==> src/rtl/color_config_sequencer.sv <==
// -----------------------------------------------------------------------------
// color_config_sequencer
//
// Boot/preset configuration controller for color_processor_wrapper. A rising
// edge on start while idle launches a sequence that selects each of the four
// pixel channels in turn and writes colour registers 3..8 of that channel over
// a 4-phase valid/ack handshake. The written data comes from one of four preset
// tables, chosen by preset_sel when the sequence is launched.
//
// Ports
//   clk         in   1  system clock
//   rst         in   1  asynchronous reset, active-high
//   start       in   1  level; a rising edge while idle launches a sequence
//   preset_sel  in   2  preset table select, sampled on the launching edge
//   channel     out  2  channel select to the wrapper
//   address     out  4  register address to the wrapper
//   data        out  4  register data to the wrapper
//   valid       out  1  write request to the wrapper
//   ack         in   1  write acknowledge from the wrapper
//   busy        out  1  high from launch until the DONE/ABORT state
//   done        out  1  one-cycle pulse on successful completion
//   error       out  1  sticky abort flag, cleared by the next launch
//
// Every output is a flop, so address/channel/data cannot glitch while valid is
// high and a reset drops valid immediately.
// -----------------------------------------------------------------------------
module color_config_sequencer #(
    parameter int unsigned SETTLE_CYCLES = 8,   // quiet cycles after a channel change
    parameter int unsigned ACK_TIMEOUT   = 64,  // cycles valid may wait for ack
    parameter int unsigned MAX_RETRY     = 2    // re-attempts after a timeout
) (
    input  logic       clk,
    input  logic       rst,
    input  logic       start,
    input  logic [1:0] preset_sel,
    output logic [1:0] channel,
    output logic [3:0] address,
    output logic [3:0] data,
    output logic       valid,
    input  logic       ack,
    output logic       busy,
    output logic       done,
    output logic       error
);

    // -------------------------------------------------------------------------
    // Constants
    // -------------------------------------------------------------------------
    localparam int unsigned CNT_MAX = (SETTLE_CYCLES > ACK_TIMEOUT) ? SETTLE_CYCLES : ACK_TIMEOUT;
    localparam int unsigned CNT_W   = (CNT_MAX < 2) ? 1 : $clog2(CNT_MAX);
    localparam int unsigned RETRY_W = (MAX_RETRY < 1) ? 1 : $clog2(MAX_RETRY + 1);

    localparam logic [CNT_W-1:0]   SETTLE_LAST  = CNT_W'(SETTLE_CYCLES - 1);
    localparam logic [CNT_W-1:0]   TIMEOUT_LAST = CNT_W'(ACK_TIMEOUT - 1);
    localparam logic [RETRY_W-1:0] RETRY_LIMIT  = RETRY_W'(MAX_RETRY);

    localparam logic [3:0] FIRST_ADDR   = 4'd3;
    localparam logic [3:0] LAST_ADDR    = 4'd8;
    localparam logic [1:0] LAST_CHANNEL = 2'd3;

    typedef enum logic [2:0] {
        S_IDLE,     // waiting for a start edge
        S_SETTLE,   // channel held stable before its first write
        S_WRITE,    // valid high, waiting for ack or timeout
        S_GAP,      // one idle cycle between a timeout and the retry
        S_RELEASE,  // ack seen, waiting for ack to drop (4-phase)
        S_DONE,     // one-cycle completion pulse
        S_ABORT     // retries exhausted
    } state_t;

    // -------------------------------------------------------------------------
    // Preset table lookup
    // -------------------------------------------------------------------------
    function automatic logic [3:0] preset_data(input logic [1:0] sel,
                                               input logic [1:0] ch,
                                               input logic [3:0] addr);
        logic [3:0] value;
        value = 4'h0;
        case (sel)
            2'd0: begin
                case (ch)
                    2'd0:    value = 4'hA;
                    2'd1:    value = 4'h5;
                    2'd2:    value = 4'h9;
                    default: value = 4'h7;
                endcase
            end
            2'd1:    value = 4'h0;
            2'd2:    value = 4'hF;
            default: value = addr ^ {2'b00, ch};
        endcase
        return value;
    endfunction

    // -------------------------------------------------------------------------
    // State
    // -------------------------------------------------------------------------
    state_t             state_q,   state_d;
    logic [CNT_W-1:0]   cnt_q,     cnt_d;      // settle count or ack wait count
    logic [RETRY_W-1:0] retry_q,   retry_d;    // re-attempts used on this register
    logic [1:0]         preset_q,  preset_d;
    logic               start_q,   start_d;    // previous start level, for edge detect
    logic [1:0]         channel_q, channel_d;
    logic [3:0]         address_q, address_d;
    logic [3:0]         data_q,    data_d;
    logic               valid_q,   valid_d;
    logic               busy_q,    busy_d;
    logic               done_q,    done_d;
    logic               error_q,   error_d;

    logic               launch;
    logic [3:0]         next_address;
    logic [1:0]         next_channel;

    assign launch       = start && !start_q;
    assign next_address = address_q + 4'd1;
    assign next_channel = channel_q + 2'd1;

    // -------------------------------------------------------------------------
    // Next-state and output logic
    // -------------------------------------------------------------------------
    always_comb begin
        // NOTE: every signal gets a default before the case so no path leaves
        // one unassigned; an unassigned path in always_comb infers a latch.
        state_d   = state_q;
        cnt_d     = cnt_q;
        retry_d   = retry_q;
        preset_d  = preset_q;
        start_d   = start;
        channel_d = channel_q;
        address_d = address_q;
        data_d    = data_q;
        valid_d   = valid_q;
        busy_d    = busy_q;
        done_d    = 1'b0;
        error_d   = error_q;

        case (state_q)
            S_IDLE: begin
                if (launch) begin
                    preset_d  = preset_sel;
                    error_d   = 1'b0;
                    busy_d    = 1'b1;
                    channel_d = 2'd0;
                    address_d = FIRST_ADDR;
                    data_d    = preset_data(preset_sel, 2'd0, FIRST_ADDR);
                    cnt_d     = '0;
                    state_d   = S_SETTLE;
                end
            end

            S_SETTLE: begin
                if (cnt_q == SETTLE_LAST) begin
                    cnt_d   = '0;
                    retry_d = '0;
                    valid_d = 1'b1;
                    state_d = S_WRITE;
                end else begin
                    cnt_d = cnt_q + 1'b1;
                end
            end

            S_WRITE: begin
                if (ack) begin
                    valid_d = 1'b0;
                    cnt_d   = '0;
                    state_d = S_RELEASE;
                end else if (cnt_q == TIMEOUT_LAST) begin
                    // valid has now been high for ACK_TIMEOUT cycles
                    valid_d = 1'b0;
                    cnt_d   = '0;
                    if (retry_q < RETRY_LIMIT) begin
                        retry_d = retry_q + 1'b1;
                        state_d = S_GAP;
                    end else begin
                        busy_d  = 1'b0;
                        error_d = 1'b1;
                        state_d = S_ABORT;
                    end
                end else begin
                    cnt_d = cnt_q + 1'b1;
                end
            end

            S_GAP: begin
                valid_d = 1'b1;
                state_d = S_WRITE;
            end

            S_RELEASE: begin
                // Address/channel only move once ack is low, so the wrapper
                // never sees a new write while still acknowledging the old one.
                if (!ack) begin
                    retry_d = '0;
                    if (address_q < LAST_ADDR) begin
                        address_d = next_address;
                        data_d    = preset_data(preset_q, channel_q, next_address);
                        valid_d   = 1'b1;
                        state_d   = S_WRITE;
                    end else if (channel_q != LAST_CHANNEL) begin
                        channel_d = next_channel;
                        address_d = FIRST_ADDR;
                        data_d    = preset_data(preset_q, next_channel, FIRST_ADDR);
                        cnt_d     = '0;
                        state_d   = S_SETTLE;
                    end else begin
                        done_d  = 1'b1;
                        busy_d  = 1'b0;
                        state_d = S_DONE;
                    end
                end
            end

            // A start edge arriving during DONE/ABORT is consumed by the edge
            // detector and does not launch.
            S_DONE:  state_d = S_IDLE;
            S_ABORT: state_d = S_IDLE;

            default: state_d = S_IDLE;
        endcase
    end

    // -------------------------------------------------------------------------
    // Registers
    // -------------------------------------------------------------------------
    // NOTE: sequential state uses non-blocking assignments so every flop
    // samples the pre-edge values regardless of statement order.
    always_ff @(posedge clk or posedge rst) begin
        if (rst) begin
            state_q   <= S_IDLE;
            cnt_q     <= '0;
            retry_q   <= '0;
            preset_q  <= 2'd0;
            start_q   <= 1'b0;
            channel_q <= 2'd0;
            address_q <= 4'd0;
            data_q    <= 4'd0;
            valid_q   <= 1'b0;
            busy_q    <= 1'b0;
            done_q    <= 1'b0;
            error_q   <= 1'b0;
        end else begin
            state_q   <= state_d;
            cnt_q     <= cnt_d;
            retry_q   <= retry_d;
            preset_q  <= preset_d;
            start_q   <= start_d;
            channel_q <= channel_d;
            address_q <= address_d;
            data_q    <= data_d;
            valid_q   <= valid_d;
            busy_q    <= busy_d;
            done_q    <= done_d;
            error_q   <= error_d;
        end
    end

    assign channel = channel_q;
    assign address = address_q;
    assign data    = data_q;
    assign valid   = valid_q;
    assign busy    = busy_q;
    assign done    = done_q;
    assign error   = error_q;

endmodule
==> config.mk <==
export PLATFORM = sky130hd
export DESIGN_NAME = color_config_sequencer
export DESIGN_NICKNAME = d
export VERILOG_FILES = /design/src/rtl/color_config_sequencer.sv
export SDC_FILE = /design/constraint.sdc
export NUM_CORES = 1
export LEC_CHECK = 0
export BUFFER_PORTS_ARGS = -buffer_cell sky130_fd_sc_hd__buf_2
export CAP_MARGIN = 20
export CORE_ASPECT_RATIO = 1.1
export CORE_MARGIN = 2
export CORE_UTILIZATION = 50
export DETAILED_ROUTE_END_ITERATION = 10
export PLACE_DENSITY = 0.76
export SLEW_MARGIN = 10
export SYNTH_ARGS = -nofsm -noshare
export SYNTH_HDL_FRONTEND = slang
export SYNTH_SLANG_ARGS = --single-unit
==> constraint.sdc <==
create_clock -name clk -period 2.5 [get_ports clk]
set_input_delay 0.375 -clock clk [delete_from_list [all_inputs] [get_ports clk]]
set_output_delay 0.375 -clock clk [all_outputs]
set_load 0.1 [all_outputs]
==> run_results.csv, run 1 <==
group,metric,value,unit
worst_setup_path,r2r_cells,5,
floorplan,io_pins,20,
clock_network,ctsHoldBuffers,0,
logic_synthesis,seq_area_frac_synth,0.374,
clock_network,htree_num_levels,1,
worst_setup_path,r2r_start,"state_q[2]",
placement,numPortBuffers,19,
floorplan,die_h,68.2,microns
worst_setup_path,path_cells,"buf_4, inv_1, a2111oi_2, o21ai_0, o211ai_1",
power,peakVddDrop,0.455,mV
min_path,hold_path.class,"input port to asynchronous set/reset pin",
logic_synthesis,synthArstFlopShare,1.00,
placement,gp_congestion,0.859,
floorplan,std_cell_rows,23,
logic_synthesis,ys_ff_latch,28,
worst_setup_path,crit_start,"state_q[2]",
clock_network,cts_buffers,3,
worst_setup_path,slowest_delay,0.64,ns
final_layout,drive_gt1_frac,0.147,
final_layout,antennaDiodeCount,0,
clock_network,post_cts_resized,0,
clock_network,clkTransAtPathRegs,0.10,ns
route,vias,1620,
clock_network,cts_tree,"built",
worst_setup_path,crit_buf_inv,2,
final_layout,multiInputGateArea,0.00107,sq mm
sta,rsz0062_at_grt,"false",
global_route,grt_pass1_vias,1436,
worst_setup_path,rr_endpoint,"cnt_q[4]",
sta,fmax,0.493,GHz
final_layout,final_core_util,0.570,
sta,period_share,0.812,
floorplan,coreArea,0.00363,sq mm
clock_network,root_buffer,"clkbuf_8",
logic_synthesis,synthDistinctLibCells,52,
final_layout,regArea,701,sq um
worst_setup_path,path_delay_family,"compound AO/OA/AOI/OAI gates",
logic_synthesis,synth_ff_type,"dfrtp_1",
route,finalWirelength,4150,microns
worst_setup_path,cp.required,2.70,ns
global_route,grt_antenna_before_repair,0,
route,vias_per_cell,5.89,
sta,period_minus_slack,2.03,ns
sta,drv_slew,0,
final_layout,fillers,329,
route,firstDrtPassIters,4,
clock_network,clock-sinks,28,
clock_network,cts_setup_buffers,0,
sta,timing.setup.tns,0,ns
final_layout,syn_to_final_growth,10.4,%
worst_setup_path,path_class,"flip-flop to flip-flop",
sta,worst_slew_pin_slew,0.762,ns
route,route.antenna.remaining_nets,0,
worst_setup_path,crit_arrival,2.23,ns
placement,place_hpwl,2930,microns
power,p_per_area,1120,mW/mm^2
worst_setup_path,crit_path_end_kind,"flip-flop",
status,status,"finished, final reports clean",
sta,finClkSkew,0.00429,ns
route,drc,0,
worst_setup_path,cp_slowest_cell,"dfrtp_1",
sta,setup_violations,0,
clock_network,cts_max_path_buffers,2,
floorplan,die_area,0.00425,sq mm
logic_synthesis,synthesis.area,0.00187,sq mm
logic_synthesis,yosysWarnings,0,
global_route,grt-ovfl-total,0,
worst_setup_path,reg2reg_slack,0.47,ns
worst_setup_path,cp.depth,5,
route,wl_per_cell,15.1,microns
floorplan,die_w,62.4,microns
worst_setup_path,endpoint,"cnt_q[4]",
logic_synthesis,synth_nets,224,
route,drtIter0Drc,90,
sta,slew_headroom,0.489,
flow_run,cap_viol_max_count,0,
power,p_leak,0.000875,uW
worst_setup_path,critPathLaunchType,"flip-flop",
global_route,grt_pass1_wl,6730,microns
global_route,grt_max_degree,29,
floorplan,start_util,0.517,
final_layout,layout.nets,239,
logic_synthesis,synth_cells,211,
global_route,grt_usage,0.199,
sta,final-hold-violation-count,0,
clock_network,clkLatencyLatePin,0.28,ns
logic_synthesis,syn_area_per_cell,8.88,sq um
logic_synthesis,synth_edf_count,0,
worst_setup_path,path_max_fanout,14,
[sequential cells by signal (all words and copies together) (netlist names)]
name      flops
channel       2
valid         1
start_q       1
state_q       3
busy          1
error         1
cnt_q         6
retry_q       2
preset_q      2
address       4
data          4
done          1
[layout by cell type (no fill, tap or decap), drive strengths merged, types with 5 or more instances in the layout]
cell type   n
inv        12
a22o        5
nand2      20
buf        22
o211ai      6
o21ai      20
ha          7
nor2        8
dfrtp      28
nor3       11
nor3b       5
a21oi      10
o22ai       5
[final cells by class]
type                    count  share of cell area
clock buffers               3              0.0200
flip-flops and latches     28               0.339
repair buffers             22              0.0569
well taps                  50              0.0303
inverters                  12              0.0218
clock inverters             1              0.0145
multi-input cells         159               0.518
[layer usage]
metal	global-route usage	wire length, microns	up-vias
met2	0.357	2060	19
met4	0.0444	32	0
met3	0.0247	94	4
met1	0.264	1960	783
li1	-	-	814
met5	0	0	-
[Yosys cell counts, types with 2 or more instances]
master | instances | share of area
a211oi_1 | 3 | 0.012
a21oi_1 | 10 | 0.027
a22o_1 | 5 | 0.023
a31oi_1 | 3 | 0.010
and2_1 | 4 | 0.013
and3_1 | 2 | 0.0067
and4_1 | 2 | 0.0094
buf_2 | 3 | 0.0080
clkbuf_1 | 7 | 0.014
dfrtp_1 | 28 | 0.37
ha_1 | 7 | 0.047
inv_1 | 12 | 0.024
mux2i_1 | 2 | 0.011
nand2_1 | 20 | 0.040
nand2b_1 | 3 | 0.010
nand3_1 | 3 | 0.0080
nor2_1 | 8 | 0.016
nor2b_1 | 4 | 0.013
nor3_1 | 11 | 0.029
nor3b_1 | 4 | 0.016
o211ai_1 | 6 | 0.024
o21a_1 | 3 | 0.012
o21ai_0 | 20 | 0.053
o22ai_1 | 5 | 0.017
o2bb2ai_1 | 3 | 0.014
o31ai_1 | 3 | 0.012
o32ai_1 | 2 | 0.0094
or2_4 | 2 | 0.0094
or3b_1 | 2 | 0.0094
xor2_1 | 2 | 0.0094
[worst min-delay path, delay by kind of cell]
family	cells	cell delay (ns)
buffers and inverters	3	0.47
[report_power, final]
part	internal (uW)	switching [uW]
sequential	570	192
clock	215	147
combinational	360	839
total	1140	1180
[worst min-delay path by stage]
stage / endpoint / slack (ns) / cells after the start
floorplan: start_q / 0.41 / 0
global placement: retry_q[1] / 0.46 / 3
detailed placement: error / 0.46 / 3
CTS: error / 0.15 / 3
global route: state_q[0] / 0.20 / 3
finish: error / 0.15 / 3
[kinds of logic (layout without fill, tap and decap cells)]
kind of cell | after synthesis | in the layout | synth area share
AOI/OAI and AO/OA | 73 | 73 | 0.270
xor gates and xnor gates | 3 | 3 | 0.0140
adders and majority gates | 7 | 7 | 0.0468
buffers and inverters | 24 | 38 | 0.0548
DFF | 28 | 28 | 0.374
muxes | 3 | 3 | 0.0167
and+or+nand+nor | 73 | 73 | 0.224
[through the flow]
stage / hold slack (ns) / setup slack, ns / instance area [sq um] / cells / power (uW)
detailed placement: 0.461 / 0.505 / 2000 / 271 / 1960
global route: 0.197 / 0.343 / 2070 / 275 / 2460
floorplan: 0.406 / 0.0462 / 1870 / 211 / 1760
finish: 0.146 / 0.470 / 2070 / 275 / 2320
global placement: 0.456 / 0.547 / 2000 / 271 / 1950
CTS: 0.152 / 0.472 / 2070 / 275 / 2330
Note: power is estimated with default switching activity, not from simulation.
==> run 2: changes to the inputs <==
==> constraint.sdc (replaced) <==
create_clock -name clk -period 2 [get_ports clk]
set_input_delay 0.3 -clock clk [delete_from_list [all_inputs] [get_ports clk]]
set_output_delay 0.3 -clock clk [all_outputs]
set_load 0.1 [all_outputs]
==> run 2 against run 1 <==
First-iteration DRC count is 120% higher. Register-to-register slack got worse by 0.28 ns. Sequential share of layout area shrank 0.60 points. Die area unchanged. Routed wire length is 7.9% higher. Largest power group unchanged. Highest routed layer unchanged.
==> run_results.csv, run 2 (synthesized netlist as in run 1, its figures left out) <==
group,metric,value,unit
final_layout,layout_commonest_cell,"dfrtp_1",
final_layout,largest_register_ffs,6,
final_layout,regMostFlops,"cnt_q",
clock_network,clock-sinks,28,
final_layout,antennaDiodeCount,0,
global_route,grt_pass1_vias,1556,
placement,gp_congestion,0.904,
final_layout,drive_gt1_frac,0.190,
global_route,grt_max_degree,29,
clock_network,cts_buffers,3,
route,firstDrtPassIters,4,
clock_network,htree_num_levels,1,
placement,numPortBuffers,19,
sta,drv_slew,0,
sta,finClkSkew,0.00313,ns
floorplan,die_w,62.4,microns
worst_setup_path,crit_arrival,2.02,ns
power,peakVddDrop,0.534,mV
min_path,hold_path.class,"input port to asynchronous set/reset pin",
sta,timing.setup.tns,0,ns
route,finalWirelength,4470,microns
floorplan,io_pins,20,
global_route,grt-ovfl-total,0,
flow_run,cap_viol_max_count,0,
route,drc,0,
global_route,grt_pass1_wl,7380,microns
final_layout,syn_to_final_growth,13.6,%
route,drtIter0Drc,200,
clock_network,root_buffer,"clkbuf_8",
sta,slew_headroom,0.687,
floorplan,coreArea,0.00363,sq mm
placement,place_hpwl,3280,microns
global_route,grt_usage,0.220,
clock_network,ctsHoldBuffers,0,
global_route,grt_antenna_before_repair,0,
sta,fmax,0.552,GHz
sta,rsz0062_at_grt,"false",
clock_network,post_cts_resized,0,
power,finalPower,3000,uW
route,vias,1699,
floorplan,die_area,0.00425,sq mm
sta,period_share,0.906,
power,p_per_area,1410,mW/mm^2
final_layout,layout.nets,246,
status,status,"finished, final reports clean",
worst_setup_path,path_class,"flip-flop to flip-flop",
sta,setup_violations,0,
route,route.antenna.remaining_nets,0,
sta,worst_slew_pin_slew,0.465,ns
clock_network,cts_max_path_buffers,2,
route,wl_per_cell,15.9,microns
clock_network,clkLatencyLatePin,0.28,ns
sta,period_minus_slack,1.81,ns
clock_network,cts_tree,"built",
worst_setup_path,critPathLaunchType,"flip-flop",
floorplan,start_util,0.517,
worst_setup_path,path_max_fanout,6,
worst_setup_path,cp.required,2.21,ns
clock_network,clkTransAtPathRegs,0.10,ns
worst_setup_path,crit_path_end_kind,"flip-flop",
sta,final-hold-violation-count,0,
clock_network,cts_setup_buffers,0,
floorplan,std_cell_rows,23,
route,vias_per_cell,6.02,
final_layout,mostFrequentLayoutCells,"24 x dfrtp_1, 20 x nand2_1, 20 x o21ai_0",
floorplan,die_h,68.2,microns
power,p_leak,0.000904,uW
[run 2: changes by cell type in the layout (fill, tap and decap cells not counted)]
cell,previous run,this run
buf_4,3,10
dfrtp_1,28,24
dfrtp_2,0,3
dfrtp_4,0,1
[run 2: cell type report]
| cell class | instances | area, sq um |
|---|---|---|
| clock inverters | 1 | 30.0 |
| multi-input cells | 159 | 1070 |
| inverters | 12 | 45.0 |
| clock buffers | 3 | 41.3 |
| repair buffers | 29 | 170 |
| flip-flops and latches | 28 | 708 |
| well taps | 50 | 62.6 |
| fillers | 351 | 1500 |
[run 2: final timing paths]
path / from / endpoint / slack [ns] / cells past startpoint
max reg2reg: cnt_q[0] / retry_q[0] / 0.19 / 5
min reg2reg: data[2] / data[2] / 0.48 / 2
min in group clk: start / start_q / 0.13 / 1
min: rst / done / 0.08 / 3
max: cnt_q[0] / retry_q[0] / 0.19 / 5
max in group asynchronous: rst / channel[0] / 1.62 / 3
[run 2: where the power goes]
group	total [uW]	switching [uW]	internal, uW	leakage (uW)
Clock	453	185	268	0.0000357
Combinational	1640	1140	502	0.000517
Sequential	912	194	718	0.000351
Total	3000	1510	1490	0.000904
[run 2: worst max-delay path, cell delays in order, from the launching register on]
cell and delay, ns:
dfrtp_1 0.39, ha_1 0.24, and4_1 0.34, nand2_1 0.13
or4_1 0.48, o2bb2ai_1 0.16
[run 2: stage by stage]
stage / setup WS, ns / utilization / instance area [sq um] / hold slack, ns / cells
final: 0.188 / 0.587 / 2130 / 0.0755 / 282
after global routing: 0.0622 / 0.587 / 2130 / 0.132 / 282
after CTS: 0.196 / 0.587 / 2130 / 0.0797 / 282
after detailed placement: 0.204 / 0.567 / 2060 / 0.387 / 278
after global placement: 0.283 / 0.567 / 2060 / 0.375 / 278
after floorplan: 0.00493 / - / 1880 / 0.331 / 211
[run 2: routing by layer]
layer,up-vias,GRT usage,share of wire
met5,-,0,0
met4,0,0.0861,0.014
met3,8,0.0230,0.029
met2,45,0.398,0.51
met1,821,0.276,0.44
li1,825,-,-
==> run 3: changes to the inputs <==
==> constraint.sdc (replaced) <==
create_clock -name clk -period 2 [get_ports clk]
set_input_delay 0.3 -clock clk [delete_from_list [all_inputs] [get_ports clk]]
set_output_delay 0.3 -clock clk [all_outputs]
set_load 0.05 [all_outputs]
==> run 3 against run 2 <==
Final area up 0.41%. Routed wire length shrank 2.3%. Clock skew increased by 0.0018 ns. Critical path type unchanged. Largest power group unchanged.
==> run_results.csv, run 3 (synthesized netlist as in run 1, its figures left out) <==
group,metric,value,unit
status,status,"finished, final reports clean",
min_path,hold_path.class,"input port to asynchronous set/reset pin",
placement,gp_congestion,0.860,
placement,place_hpwl,3220,microns
sta,rsz0062_at_grt,"false",
route,wl_met2,2300,microns
worst_setup_path,path_cells,"ha_1, and4_1, nand2_1, or4_1, o2bb2ai_1",
worst_setup_path,critPathLaunchType,"flip-flop",
global_route,grt-ovfl-total,0,
final_layout,layout.nets,248,
sta,timing.setup.tns,0,ns
final_layout,largest_register_ffs,6,
global_route,grt_antenna_before_repair,0,
sta,worst_slew_pin_slew,0.450,ns
clock_network,clock-sinks,28,
floorplan,io_pins,20,
worst_setup_path,crit_arrival,2.03,ns
route,wl_met3,195,microns
route,drtIter0Drc,104,
sta,drv_slew,0,
worst_setup_path,cp.required,2.21,ns
floorplan,die_w,62.4,microns
clock_network,ctsHoldBuffers,0,
flow_run,cap_viol_max_count,0,
floorplan,die_h,68.2,microns
power,p_leak,0.000918,uW
route,drc,0,
final_layout,final_core_util,0.589,
sta,setup_violations,0,
floorplan,coreArea,0.00363,sq mm
final_layout,regMostFlops,"cnt_q",
power,p_per_area,1270,mW/mm^2
final_layout,layout_commonest_cell,"dfrtp_1",
final_layout,mostFrequentLayoutCells,"27 x dfrtp_1, 20 x nand2_1, 20 x o21ai_0",
final_layout,syn_to_final_growth,14.0,%
sta,period_share,0.906,
global_route,grt_max_degree,29,
worst_setup_path,cp_slowest_cell,"or4_1",
route,finalWirelength,4370,microns
floorplan,std_cell_rows,23,
route,wl_met1,1850,microns
route,vias,1674,
sta,final-hold-violation-count,0,
worst_setup_path,slowest_delay,0.50,ns
global_route,grt_pass1_vias,1639,
route,route.antenna.remaining_nets,0,
sta,period_minus_slack,1.81,ns
final_layout,antennaDiodeCount,0,
route,maxUsedRoutingLayer,"met4",
sta,holdWs,0.0667,ns
clock_network,clkTransAtPathRegs,0.10,ns
sta,slew_headroom,0.697,
sta,finClkSkew,0.00489,ns
route,vias_per_cell,5.89,
clock_network,htree_num_levels,1,
route,firstDrtPassIters,4,
floorplan,start_util,0.517,
clock_network,root_buffer,"clkbuf_8",
worst_setup_path,path_delay_family,"simple AND/OR/NAND/NOR gates",
worst_setup_path,crit_buf_inv,0,
worst_setup_path,crit_path_end_kind,"flip-flop",
power,peakVddDrop,0.599,mV
placement,numPortBuffers,19,
worst_setup_path,path_max_fanout,6,
clock_network,cts_setup_buffers,0,
global_route,grt_usage,0.217,
clock_network,cts_max_path_buffers,2,
clock_network,cts_buffers,3,
clock_network,clkLatencyLatePin,0.28,ns
sta,fmax,0.552,GHz
clock_network,cts_tree,"built",
clock_network,post_cts_resized,0,
global_route,grt_pass1_wl,7380,microns
worst_setup_path,path_class,"flip-flop to flip-flop",
final_layout,drive_gt1_frac,0.184,
route,wl_per_cell,15.4,microns
floorplan,die_area,0.00425,sq mm
run 3: layout make-up:
class / instances / area (sq um)
multi-input cells: 159 / 1070
repair buffers: 31 / 185
fillers: 353 / 1490
clock buffers: 3 / 41.3
clock inverters: 1 / 30.0
well taps: 50 / 62.6
inverters: 12 / 45.0
flip-flops and latches: 28 / 702
run 3: path summary, 6_finish.rpt:
kind	endpoint	slack [ns]	depth (start not counted)	startpoint
min in group clk	start_q	0.14	1	start
hold reg to reg	data[3]	0.49	2	data[3]
hold / removal	error	0.07	3	rst
setup reg to reg	retry_q[0]	0.19	5	cnt_q[0]
max in group asynchronous	channel[0]	1.64	3	rst
setup / recovery	retry_q[0]	0.19	5	cnt_q[0]
run 3: routing by layer:
metal / GRT usage / vias to the layer above
met3: 0.0329 / 4
met5: 0 / -
met4: 0.0389 / 0
li1: - / 825
met1: 0.253 / 802
met2: 0.435 / 43
run 3: tightest hold or removal path, stage by stage:
cell,delay [ns]
buf_2,0.09
inv_1,0.04
buf_4,0.33
run 3: through the flow:
step / total power (uW) / setup slack, ns / std cells / instance area (sq um)
2_1_floorplan: 1920 / 0.0989 / 211 / 1880
3_3_place_gp: 2230 / 0.240 / 280 / 2060
3_5_place_dp: 2260 / 0.206 / 280 / 2060
4_1_cts: 2720 / 0.177 / 284 / 2140
5_1_grt: 2890 / 0.0631 / 284 / 2140
6_report: 2710 / 0.188 / 284 / 2140
run 3: power breakdown:
| group | total, uW | switching, uW | internal, uW |
|---|---|---|---|
| Combinational | 1340 | 823 | 517 |
| Clock | 455 | 187 | 268 |
| Sequential | 915 | 201 | 714 |
